File: src/rtl/mux_nto1_pipe_pkg.sv
// Shared constants and the channel slice helper for the N:1 pipelined mux.
package mux_pkg;

    localparam logic MODE_MANUAL = 1'b0;
    localparam logic MODE_SCAN   = 1'b1;

    localparam int MAX_CH = 64;
    localparam int MAX_W  = 64;

    // Extracts channel k from a zero-extended flat bus; the caller truncates to WIDTH.
    function automatic logic [MAX_W-1:0] ch_slice(input logic [MAX_CH*MAX_W-1:0] d,
                                                  input int k,
                                                  input int width);
        logic [MAX_W-1:0] r;
        logic [11:0]      idx;
        r = '0;
        for (int b = 0; b < MAX_W; b++) begin
            if (b < width) begin
                idx  = 12'(k * width + b);
                r[b] = d[idx];
            end
        end
        return r;
    endfunction

endpackage

File: src/rtl/mux_nto1_pipe_if.sv
// Channel-side and consumer-side handshake bundle of the N:1 mux.
// out_par only exists when MUX_PARITY_EN is defined.
interface mux_nto1_pipe_if #(
    parameter int N_CH  = 8,
    parameter int WIDTH = 1
);
    localparam int SEL_W = $clog2(N_CH);

    logic [N_CH*WIDTH-1:0] d_i;
    logic [N_CH-1:0]       in_vld;
    logic [N_CH-1:0]       in_ready;
    logic [WIDTH-1:0]      out_data;
    logic [SEL_W-1:0]      out_ch;
    logic                  out_vld;
    logic                  out_ready;
`ifdef MUX_PARITY_EN
    logic                  out_par;

    modport master (output d_i, in_vld, out_ready,
                    input  in_ready, out_data, out_ch, out_vld, out_par);
    modport slave  (input  d_i, in_vld, out_ready,
                    output in_ready, out_data, out_ch, out_vld, out_par);
`else
    modport master (output d_i, in_vld, out_ready,
                    input  in_ready, out_data, out_ch, out_vld);
    modport slave  (input  d_i, in_vld, out_ready,
                    output in_ready, out_data, out_ch, out_vld);
`endif

endinterface

File: src/rtl/mux_nto1_pipe_scan_ptr.sv
// Round-robin channel pointer: wraps N_CH-1 -> 0.
// Latency: advances one step per cycle with inc. No backpressure of its own.
// Holds its value whenever inc is low.
module mux_scan_ptr #(
    parameter  int N_CH  = 8,
    localparam int SEL_W = $clog2(N_CH)
) (
    input  logic             clk,
    input  logic             rst_n,
    input  logic             inc,
    output logic [SEL_W-1:0] ptr
);

    always_ff @(posedge clk or negedge rst_n) begin
        if (!rst_n) begin
            ptr <= '0;
        end else if (inc) begin
            ptr <= (ptr == SEL_W'(N_CH - 1)) ? '0 : ptr + 1'b1;
        end
    end

endmodule

File: src/rtl/mux_nto1_pipe.sv
// N-channel registered mux with manual select or round-robin scan; optional parity via MUX_PARITY_EN.
// Latency: 1 cycle from capture to out_vld; one transfer per cycle at full throughput.
// Backpressure: when the output holds unaccepted data, all in_ready drop and the output holds.
module mux_nto1_pipe
    import mux_pkg::*;
#(
    parameter  int N_CH  = 8,
    parameter  int WIDTH = 1,
    localparam int SEL_W = $clog2(N_CH)
) (
    input  logic             clk,
    input  logic             rst_n,
    input  logic             mode,
    input  logic [SEL_W-1:0] sel_i,
    input  logic             sel_vld,
    mux_nto1_pipe_if.slave   bus
);

    logic [SEL_W-1:0]        sel_q;
    logic [SEL_W-1:0]        scan_ptr;
    logic [SEL_W-1:0]        cur;
    logic                    free;
    logic                    capture;
    logic                    scan_inc;
    logic [WIDTH-1:0]        cur_dat;
    logic [MAX_CH*MAX_W-1:0] d_ext;

    assign cur     = (mode == MODE_SCAN) ? scan_ptr : sel_q;
    assign free    = !bus.out_vld || bus.out_ready;
    assign capture = free && bus.in_vld[cur];

    // Whenever the stage is free the scan either captures or skips an idle channel.
    assign scan_inc = (mode == MODE_SCAN) && free;

    // Nothing may be offered a handshake while reset is asserted.
    assign bus.in_ready = (free && rst_n) ? (N_CH'(1) << cur) : '0;

    always_comb begin
        d_ext                   = '0;
        d_ext[N_CH*WIDTH-1:0]   = bus.d_i;
        cur_dat                 = WIDTH'(ch_slice(d_ext, int'(cur), WIDTH));
    end

    always_ff @(posedge clk or negedge rst_n) begin
        if (!rst_n) begin
            sel_q <= '0;
        end else if (mode == MODE_MANUAL && sel_vld && (32'(sel_i) < N_CH)) begin
            sel_q <= sel_i;
        end
    end

    mux_scan_ptr #(.N_CH(N_CH)) u_scan_ptr (
        .clk   (clk),
        .rst_n (rst_n),
        .inc   (scan_inc),
        .ptr   (scan_ptr)
    );

    always_ff @(posedge clk or negedge rst_n) begin
        if (!rst_n) begin
            bus.out_vld  <= 1'b0;
            bus.out_data <= '0;
            bus.out_ch   <= '0;
`ifdef MUX_PARITY_EN
            bus.out_par  <= 1'b0;
`endif
        end else if (capture) begin
            bus.out_vld  <= 1'b1;
            bus.out_data <= cur_dat;
            bus.out_ch   <= cur;
`ifdef MUX_PARITY_EN
            bus.out_par  <= ^cur_dat;
`endif
        end else if (bus.out_ready) begin
            bus.out_vld  <= 1'b0;
        end
    end

endmodule

File: src/flat_wrapper.sv
// flat-port wrapper written by rule: the top's interface ports become plain ports
module mux_nto1_pipe_flat import mux_pkg::*;
#(
    parameter  int N_CH  = 8,
    parameter  int WIDTH = 1,
    localparam int SEL_W = $clog2(N_CH)
)
  (clk, rst_n, mode, sel_i, sel_vld, bus_d_i, bus_in_vld, bus_out_ready, bus_in_ready, bus_out_data, bus_out_ch, bus_out_vld);
  mux_nto1_pipe_if #(.N_CH(N_CH), .WIDTH(WIDTH)) bus_i ();
  input  logic clk;
  input  logic rst_n;
  input  logic mode;
  input  logic [SEL_W-1:0] sel_i;
  input  logic sel_vld;
  input wire logic [$bits(bus_i.d_i)-1:0] bus_d_i;
  input wire logic [$bits(bus_i.in_vld)-1:0] bus_in_vld;
  input wire logic [$bits(bus_i.out_ready)-1:0] bus_out_ready;
  output wire logic [$bits(bus_i.in_ready)-1:0] bus_in_ready;
  output wire logic [$bits(bus_i.out_data)-1:0] bus_out_data;
  output wire logic [$bits(bus_i.out_ch)-1:0] bus_out_ch;
  output wire logic [$bits(bus_i.out_vld)-1:0] bus_out_vld;
  assign bus_i.d_i = bus_d_i;
  assign bus_i.in_vld = bus_in_vld;
  assign bus_i.out_ready = bus_out_ready;
  assign bus_in_ready = bus_i.in_ready;
  assign bus_out_data = bus_i.out_data;
  assign bus_out_ch = bus_i.out_ch;
  assign bus_out_vld = bus_i.out_vld;
  mux_nto1_pipe #(.N_CH(N_CH), .WIDTH(WIDTH)) u_core (.clk(clk), .rst_n(rst_n), .mode(mode), .sel_i(sel_i), .sel_vld(sel_vld), .bus(bus_i));
endmodule
File: config.mk
export PLATFORM = sky130hd
export DESIGN_NAME = mux_nto1_pipe_flat
export DESIGN_NICKNAME = d
export VERILOG_FILES = /design/src/rtl/mux_nto1_pipe_pkg.sv /design/src/rtl/mux_nto1_pipe_if.sv /design/src/rtl/mux_nto1_pipe_scan_ptr.sv /design/src/rtl/mux_nto1_pipe.sv /design/src/flat_wrapper.sv
export SDC_FILE = /design/constraint.sdc
export NUM_CORES = 1
export LEC_CHECK = 0
export ABC_AREA = 0
export BUFFER_PORTS_ARGS = -buffer_cell sky130_fd_sc_hd__buf_2
export CAP_MARGIN = 20
export CORE_UTILIZATION = 50
export CTS_CLUSTER_DIAMETER = 200
export DETAILED_ROUTE_END_ITERATION = 10
export PLACE_DENSITY = 0.84
export SLEW_MARGIN = 40
export SYNTH_ARGS = -nofsm -noshare
export SYNTH_HDL_FRONTEND = slang
export SYNTH_SLANG_ARGS = --single-unit
File: constraint.sdc
create_clock -name clk -period 5.1 [get_ports clk]
set_input_delay 0.51 -clock clk [delete_from_list [all_inputs] [get_ports clk]]
set_output_delay 0.51 -clock clk [all_outputs]
set_load 0.02 [all_outputs]
==> results of run 1 <==
## state kept, by name, indices dropped and copies added (netlist names)
register and count:
u_core.bus.out_ch 3, u_core.bus.out_data 1, u_core.bus.out_vld 1, u_core.sel_q 3, u_core.u_scan_ptr.ptr 3
## metal layers
metal	share of wire [%]	global-route usage, %	vias to the layer above
met1	45	27.0	389
met3	5.8	2.40	2
met5	0	0	-
met4	0.64	7.27	0
met2	49	40.6	33
li1	-	-	437
## power groups by stage
stage | logic [uW] | registers (uW) | clock network, uW
after global routing | 280 | 183 | 62.9
final | 255 | 176 | 57.6
after detailed placement | 255 | 177 | 0
after global placement | 248 | 177 | 0
after CTS | 256 | 175 | 58.9
after floorplan | 206 | 172 | 0
## synth_stat cells (all sizes together)
master	instances
or2b	1
o221ai	1
nand4b	1
nand3	1
o21a	1
a21o	3
mux2i	5
nor2b	2
nor3	2
a221o	1
ha	2
and3	1
a211oi	2
mux2	11
o22ai	1
and2b	1
a22oi	2
o221a	1
buf	5
o21ai	2
inv	4
dfrtp	11
nand2b	3
a32oi	1
a22o	2
a21oi	4
nand2	7
a2bb2oi	1
nand3b	1
nor2	15
a31oi	5
## cell usage in the layout (no fill, tap or decap), types with 2 or more instances in the layout
cell      synthesis  layout
a21o_1            3       3
a21oi_1           4       4
a22o_1            2       2
a22oi_1           2       2
a31oi_1           5       5
buf_2             0      36
clkbuf_4          0       3
dfrtp_1          11      11
ha_1              2       2
inv_1             4       4
mux2_1           10      10
mux2i_1           5       5
nand2_1           6       6
nand2b_1          3       3
nor2_1           15      15
nor3_1            2       2
## final cells by class
class                   instances  area (sq um)  share of cell area, %
flip-flops and latches         11           275                   24.8
inverters                       4          15.0                   1.35
repair buffers                 36           180                   16.2
multi-input cells              80           582                   52.4
clock buffers                   4          26.3                   2.37
well taps                      25          31.3                   2.82
## how the worst max path moves through the flow
| stage | from | end | slack (ns) | cells after the start |
|---|---|---|---|---|
| 3_5_place_dp | mode | bus_in_ready[1] | 2.91 | 5 |
| 6_report | mode | bus_in_ready[3] | 2.90 | 5 |
| 5_1_grt | mode | bus_in_ready[2] | 2.81 | 5 |
| 4_1_cts | mode | bus_in_ready[1] | 2.91 | 5 |
| 2_1_floorplan | mode | bus_in_ready[3] | 3.32 | 3 |
| 3_3_place_gp | mode | bus_in_ready[3] | 2.97 | 5 |
## through the flow
stage,util [%],setup slack (ns)
final,63.6,2.90
after global routing,63.6,2.81
after CTS,63.6,2.91
after detailed placement,62.1,2.91
after global placement,62.1,2.97
after floorplan,-,3.32
## cells by family (layout without fill, tap and decap cells)
kind of cell / Yosys count / after routing / synth area share [%]
AO/OA/AOI/OAI: 27 / 27 / 21.6
AND/OR/NAND/NOR: 35 / 35 / 19.5
multiplexers: 16 / 16 / 18.7
buffers and inverters: 9 / 44 / 8.05
flip-flops: 11 / 11 / 29.5
adder cells (fa/ha/maj): 2 / 2 / 2.68
==> results.py, run 1 <==
metrics = {
    "run_status": {
        "status": "complete, no violations",
    },
    "yosys": {
        "synthDistinctLibCells": 37,
        "synth_cells": 100,
        "synth_fp_nets": 126,
        "ys.warnings.count": 0,
        "ys_seq_elements": 11,
        "synth_area_leaders": "dfrtp_1, mux2_1, nor2_1",
        "yosysTopAreaCellShare_pct": 29.5,
        "yosysTopAreaCell": "dfrtp_1",
        "avgSynthCellArea_sq_um": 9.32,
        "synth_area_sq_um": 932,
        "synth-seq-area-share_pct": 29.5,
    },
    "routing": {
        "ant_nets": 0,
        "viasPerCell": 5.38,
        "vias": 861,
        "first_iter_violations": 14,
        "dr.pass1.iters": 4,
        "avgRoutedWirePerCell_um": 12.8,
        "drt-total-wl_mm": 2.04,
        "drcViolationCount": 0,
    },
    "timing": {
        "fin_skew_ns": 0.000494,
        "holdWs_ns": 0.115,
        "rsz0062_at_grt": "no",
        "tightest_slew_ns": 0.443,
        "slew_violations": 0,
        "fin_crit_ns": 2.20,
        "fmax_ghz": 0.454,
        "hold_viol": 0,
        "period_share_pct": 43.2,
        "finalSetupTns_ns": 0,
        "setup_viol": 0,
        "maxSlewHeadroom_pct": 70.4,
    },
    "cts": {
        "cts_setup_buffers": 0,
        "clk_latency_ns": 0.26,
        "htree_levels": 1,
        "cts.sinks": 11,
        "post_cts_resize_count": 0,
        "clk_pin_slew_ns": 0.07,
        "clock_path_buffers": 2,
        "cts_root_buffer": "clkbuf_4",
        "cts_made_buffers": 3,
        "cts_tree": "yes",
        "ctsHoldBuffers": 0,
    },
    "setup_path": {
        "worstPathMaxFanout": 23,
        "crit_top_cell": "buf_2",
        "r2r-start": "u_core.sel_q[0]",
        "required_ns": 4.59,
        "path_cells": "buf_2, and2b_2, nand4b_1, nor2_1, buf_2",
        "cp-start-kind": "primary input",
        "cp_slowest_cell": "buf_2",
        "worst-r2r-cell-count": 5,
        "r2r_end": "u_core.bus.out_ch[0]",
        "critPathMaxStageDelay_ns": 0.31,
        "critPathTopFamily": "simple AND/OR/NAND/NOR gates",
        "end_kind": "output port",
        "path_buf_inv": 2,
        "arrival_ns": 1.69,
        "reg2reg_slack_ns": 3.13,
        "critical_path_class": "in -> out",
    },
    "die": {
        "row_count": 15,
        "die_x_um": 45.2,
        "core_area_sq_um": 1750,
        "die_y_um": 45.2,
        "pin_count": 37,
        "initial_core_util_pct": 53.4,
        "die_area_sq_um": 2040,
    },
    "grt": {
        "grt_pass1_vias": 812,
        "grt-ovfl-total": 0,
        "grt_first_pass_wirelength_mm": 3.35,
        "grt_max_degree": 24,
        "antenna_found_initial": 0,
        "track_usage_pct": 22.3,
    },
    "job": {
        "drv_cap": 0,
    },
    "power": {
        "p_leak_uw": 0.000562,
        "fin_total_pwr_uw": 489,
        "internal_power_uw": 274,
        "clkPwrFrac_pct": 11.8,
        "powerDensity_nw_per_um2": 441,
        "ir_drop_mv": 0.312,
        "sw_frac_of_total_pct": 44.0,
        "power_frac_seq_pct": 36.0,
        "p_comb_share_pct": 52.2,
        "power_switching_uw": 215,
    },
    "final_layout": {
        "fillers": 157,
        "layout.cells.non_filler": 160,
        "drive_gt1_share_pct": 34.8,
        "stdcell_area_sq_um": 1110,
        "antenna_cells": 0,
        "area_delta_synth_final_pct": 19.1,
        "nNetsFinal": 162,
    },
    "worst_hold_path": {
        "min_path_type": "in -> async",
    },
    "placement": {
        "dp.cells": 156,
        "place_area_sq_um": 1080,
        "hpwlAfterDp_mm": 1.60,
        "numPortBuffers": 36,
        "gp_congestion": 0.843,
    },
}
Power figures use the tool's default switching activity.
==> inputs of run 2 (changes only) <==
--- a/config.mk
+++ b/config.mk
@@ -8,10 +8,10 @@
 export ABC_AREA = 0
 export BUFFER_PORTS_ARGS = -buffer_cell sky130_fd_sc_hd__buf_2
 export CAP_MARGIN = 20
-export CORE_UTILIZATION = 50
+export CORE_UTILIZATION = 47
 export CTS_CLUSTER_DIAMETER = 200
 export DETAILED_ROUTE_END_ITERATION = 10
-export PLACE_DENSITY = 0.84
+export PLACE_DENSITY = 0.8
 export SLEW_MARGIN = 40
 export SYNTH_ARGS = -nofsm -noshare
 export SYNTH_HDL_FRONTEND = slang
==> constraint.sdc (replaced) <==
create_clock -name clk -period 2.1 [get_ports clk]
set_input_delay 0.21 -clock clk [delete_from_list [all_inputs] [get_ports clk]]
set_output_delay 0.21 -clock clk [all_outputs]
set_load 0.02 [all_outputs]
==> run 2 against run 1 <==
  * Clock power grew 140%
  * Critical path depth is the same
  * Sequential cell count is the same
  * Via count grew 7.0%
  * Total power grew 150%
  * Wire length grew 7.8%
  * Combinational power grew to 2.6 times the previous value
  * Setup slack lost 2.7 ns
  * Highest routed layer unchanged
==> results.py, run 2 (synthesis gave the netlist of run 1 again) <==
metrics = {
    "timing": {
        "finalSetupTns_ns": 0,
        "rsz0062_at_grt": "no",
        "setup_viol": 0,
        "maxSlewHeadroom_pct": 69.7,
        "fin_skew_ns": 0.00299,
        "fin_crit_ns": 1.94,
        "slew_violations": 0,
        "fmax_ghz": 0.516,
        "tightest_slew_ns": 0.454,
        "period_share_pct": 92.3,
        "hold_viol": 0,
    },
    "setup_path": {
        "critPathTopFamily": "compound AO/OA/AOI/OAI gates",
        "critical_path_class": "reg -> reg",
        "critPathMaxStageDelay_ns": 0.53,
        "cp-start-kind": "flop",
        "reg2reg_slack_ns": 0.16,
        "worstPathMaxFanout": 12,
        "arrival_ns": 2.09,
        "required_ns": 2.25,
        "cp_slowest_cell": "dfrtp_1",
        "end_kind": "flop",
        "path_cells": "nand2b_1, o21a_1, o221a_2, o21ai_2, mux2_1",
        "path_buf_inv": 0,
    },
    "grt": {
        "grt_first_pass_wirelength_mm": 3.43,
        "met3_usage_pct": 1.96,
        "busiest_layer": "met2",
        "grt_max_degree": 24,
        "track_usage_pct": 22.9,
        "antenna_found_initial": 0,
        "grt_pass1_vias": 795,
        "met2_usage_pct": 37.5,
        "grt-ovfl-total": 0,
        "use_met1_pct": 28.6,
    },
    "cts": {
        "post_cts_resize_count": 0,
        "cts_made_buffers": 3,
        "cts_root_buffer": "clkbuf_4",
        "cts_tree": "yes",
        "clk_latency_ns": 0.27,
        "htree_levels": 1,
        "cts_setup_buffers": 0,
        "cts.sinks": 11,
        "ctsHoldBuffers": 1,
        "clk_pin_slew_ns": 0.07,
        "clock_path_buffers": 2,
    },
    "final_layout": {
        "nNetsFinal": 164,
        "drive_gt1_share_pct": 35.8,
        "fin_util_pct": 63.3,
        "reg_top3": "u_core.bus.out_ch (3), u_core.sel_q (3), u_core.u_scan_ptr.ptr (3)",
        "final_cell_mix": "buf_2, nor2_1, dfrtp_1",
        "area_delta_synth_final_pct": 21.1,
        "layout.cells.non_filler": 162,
        "antenna_cells": 0,
        "final_common_cell": "buf_2",
    },
    "routing": {
        "vias": 921,
        "drcViolationCount": 0,
        "viasPerCell": 5.69,
        "dr.pass1.iters": 4,
        "drt-total-wl_mm": 2.20,
        "ant_nets": 0,
        "first_iter_violations": 20,
        "avgRoutedWirePerCell_um": 13.6,
    },
    "die": {
        "pin_count": 37,
        "row_count": 15,
        "die_area_sq_um": 2170,
        "die_y_um": 46.5,
        "core_area_sq_um": 1780,
        "die_x_um": 46.5,
        "initial_core_util_pct": 52.3,
    },
    "worst_hold_path": {
        "min_path_type": "in -> reg",
    },
    "power": {
        "fin_total_pwr_uw": 1210,
        "p_leak_uw": 0.000574,
        "ir_drop_mv": 0.637,
        "powerDensity_nw_per_um2": 1080,
    },
    "run_status": {
        "status": "complete, no violations",
    },
    "placement": {
        "numPortBuffers": 36,
        "gp_congestion": 0.859,
        "dp.cells": 157,
        "hpwlAfterDp_mm": 1.79,
    },
    "job": {
        "drv_cap": 0,
    },
}
[run 2: cell types whose count changed in the layout (fill, tap and decap cells not counted)]
cell / previous run / this run
buf_4: 0 / 1
clkbuf_1: 1 / 0
clkinv_2: 0 / 1
dlygate4sd3_1: 0 / 1
[run 2: cell type report]
type	count	area, sq um
timing repair buffer	38	198
clock inverter	1	5.00
multi-input combinational	80	582
inverter	4	15.0
tap	25	31.3
fill	169	654
clock buffer	3	22.5
sequential	11	275
[run 2: worst paths after layout]
kind	start	end	cells after the start
max in group asynchronous	rst_n	u_core.bus.out_ch[2]	2
max reg2reg	u_core.sel_q[0]	u_core.bus.out_data	5
max	u_core.sel_q[0]	u_core.bus.out_data	5
min in group asynchronous	rst_n	u_core.bus.out_ch[1]	2
min reg2reg	u_core.bus.out_data	u_core.bus.out_data	1
min	sel_i[2]	u_core.sel_q[2]	2
[run 2: routing by layer]
layer  vias to the layer above  share of wire [%]
li1                        441                  -
met5                         -                  0
met3                         4                6.2
met4                         0                1.7
met1                       431                 44
met2                        45                 48
[run 2: where the power goes]
part           switching, uW  internal (uW)
Combinational            346            306
Clock                   69.8           70.5
Sequential               123            299
Total                    539            676
[run 2: worst reg2reg max path, delay by kind of cell (launching register included)]
family,cells,cell delay (ns)
compound gates,3,0.68
flops,1,0.53
mux,1,0.35
simple gates,1,0.25
[run 2: metrics by stage]
| step | area [sq um] | setup WS (ns) | hold WS (ns) |
|---|---|---|---|
| 2_1_floorplan | 932 | 0.344 | -0.0856 |
| 3_3_place_gp | 1090 | 0.216 | 0.0948 |
| 3_5_place_dp | 1090 | 0.171 | 0.102 |
| 4_1_cts | 1130 | 0.158 | 0.145 |
| 5_1_grt | 1130 | 0.0156 | 0.155 |
| 6_report | 1130 | 0.162 | 0.152 |
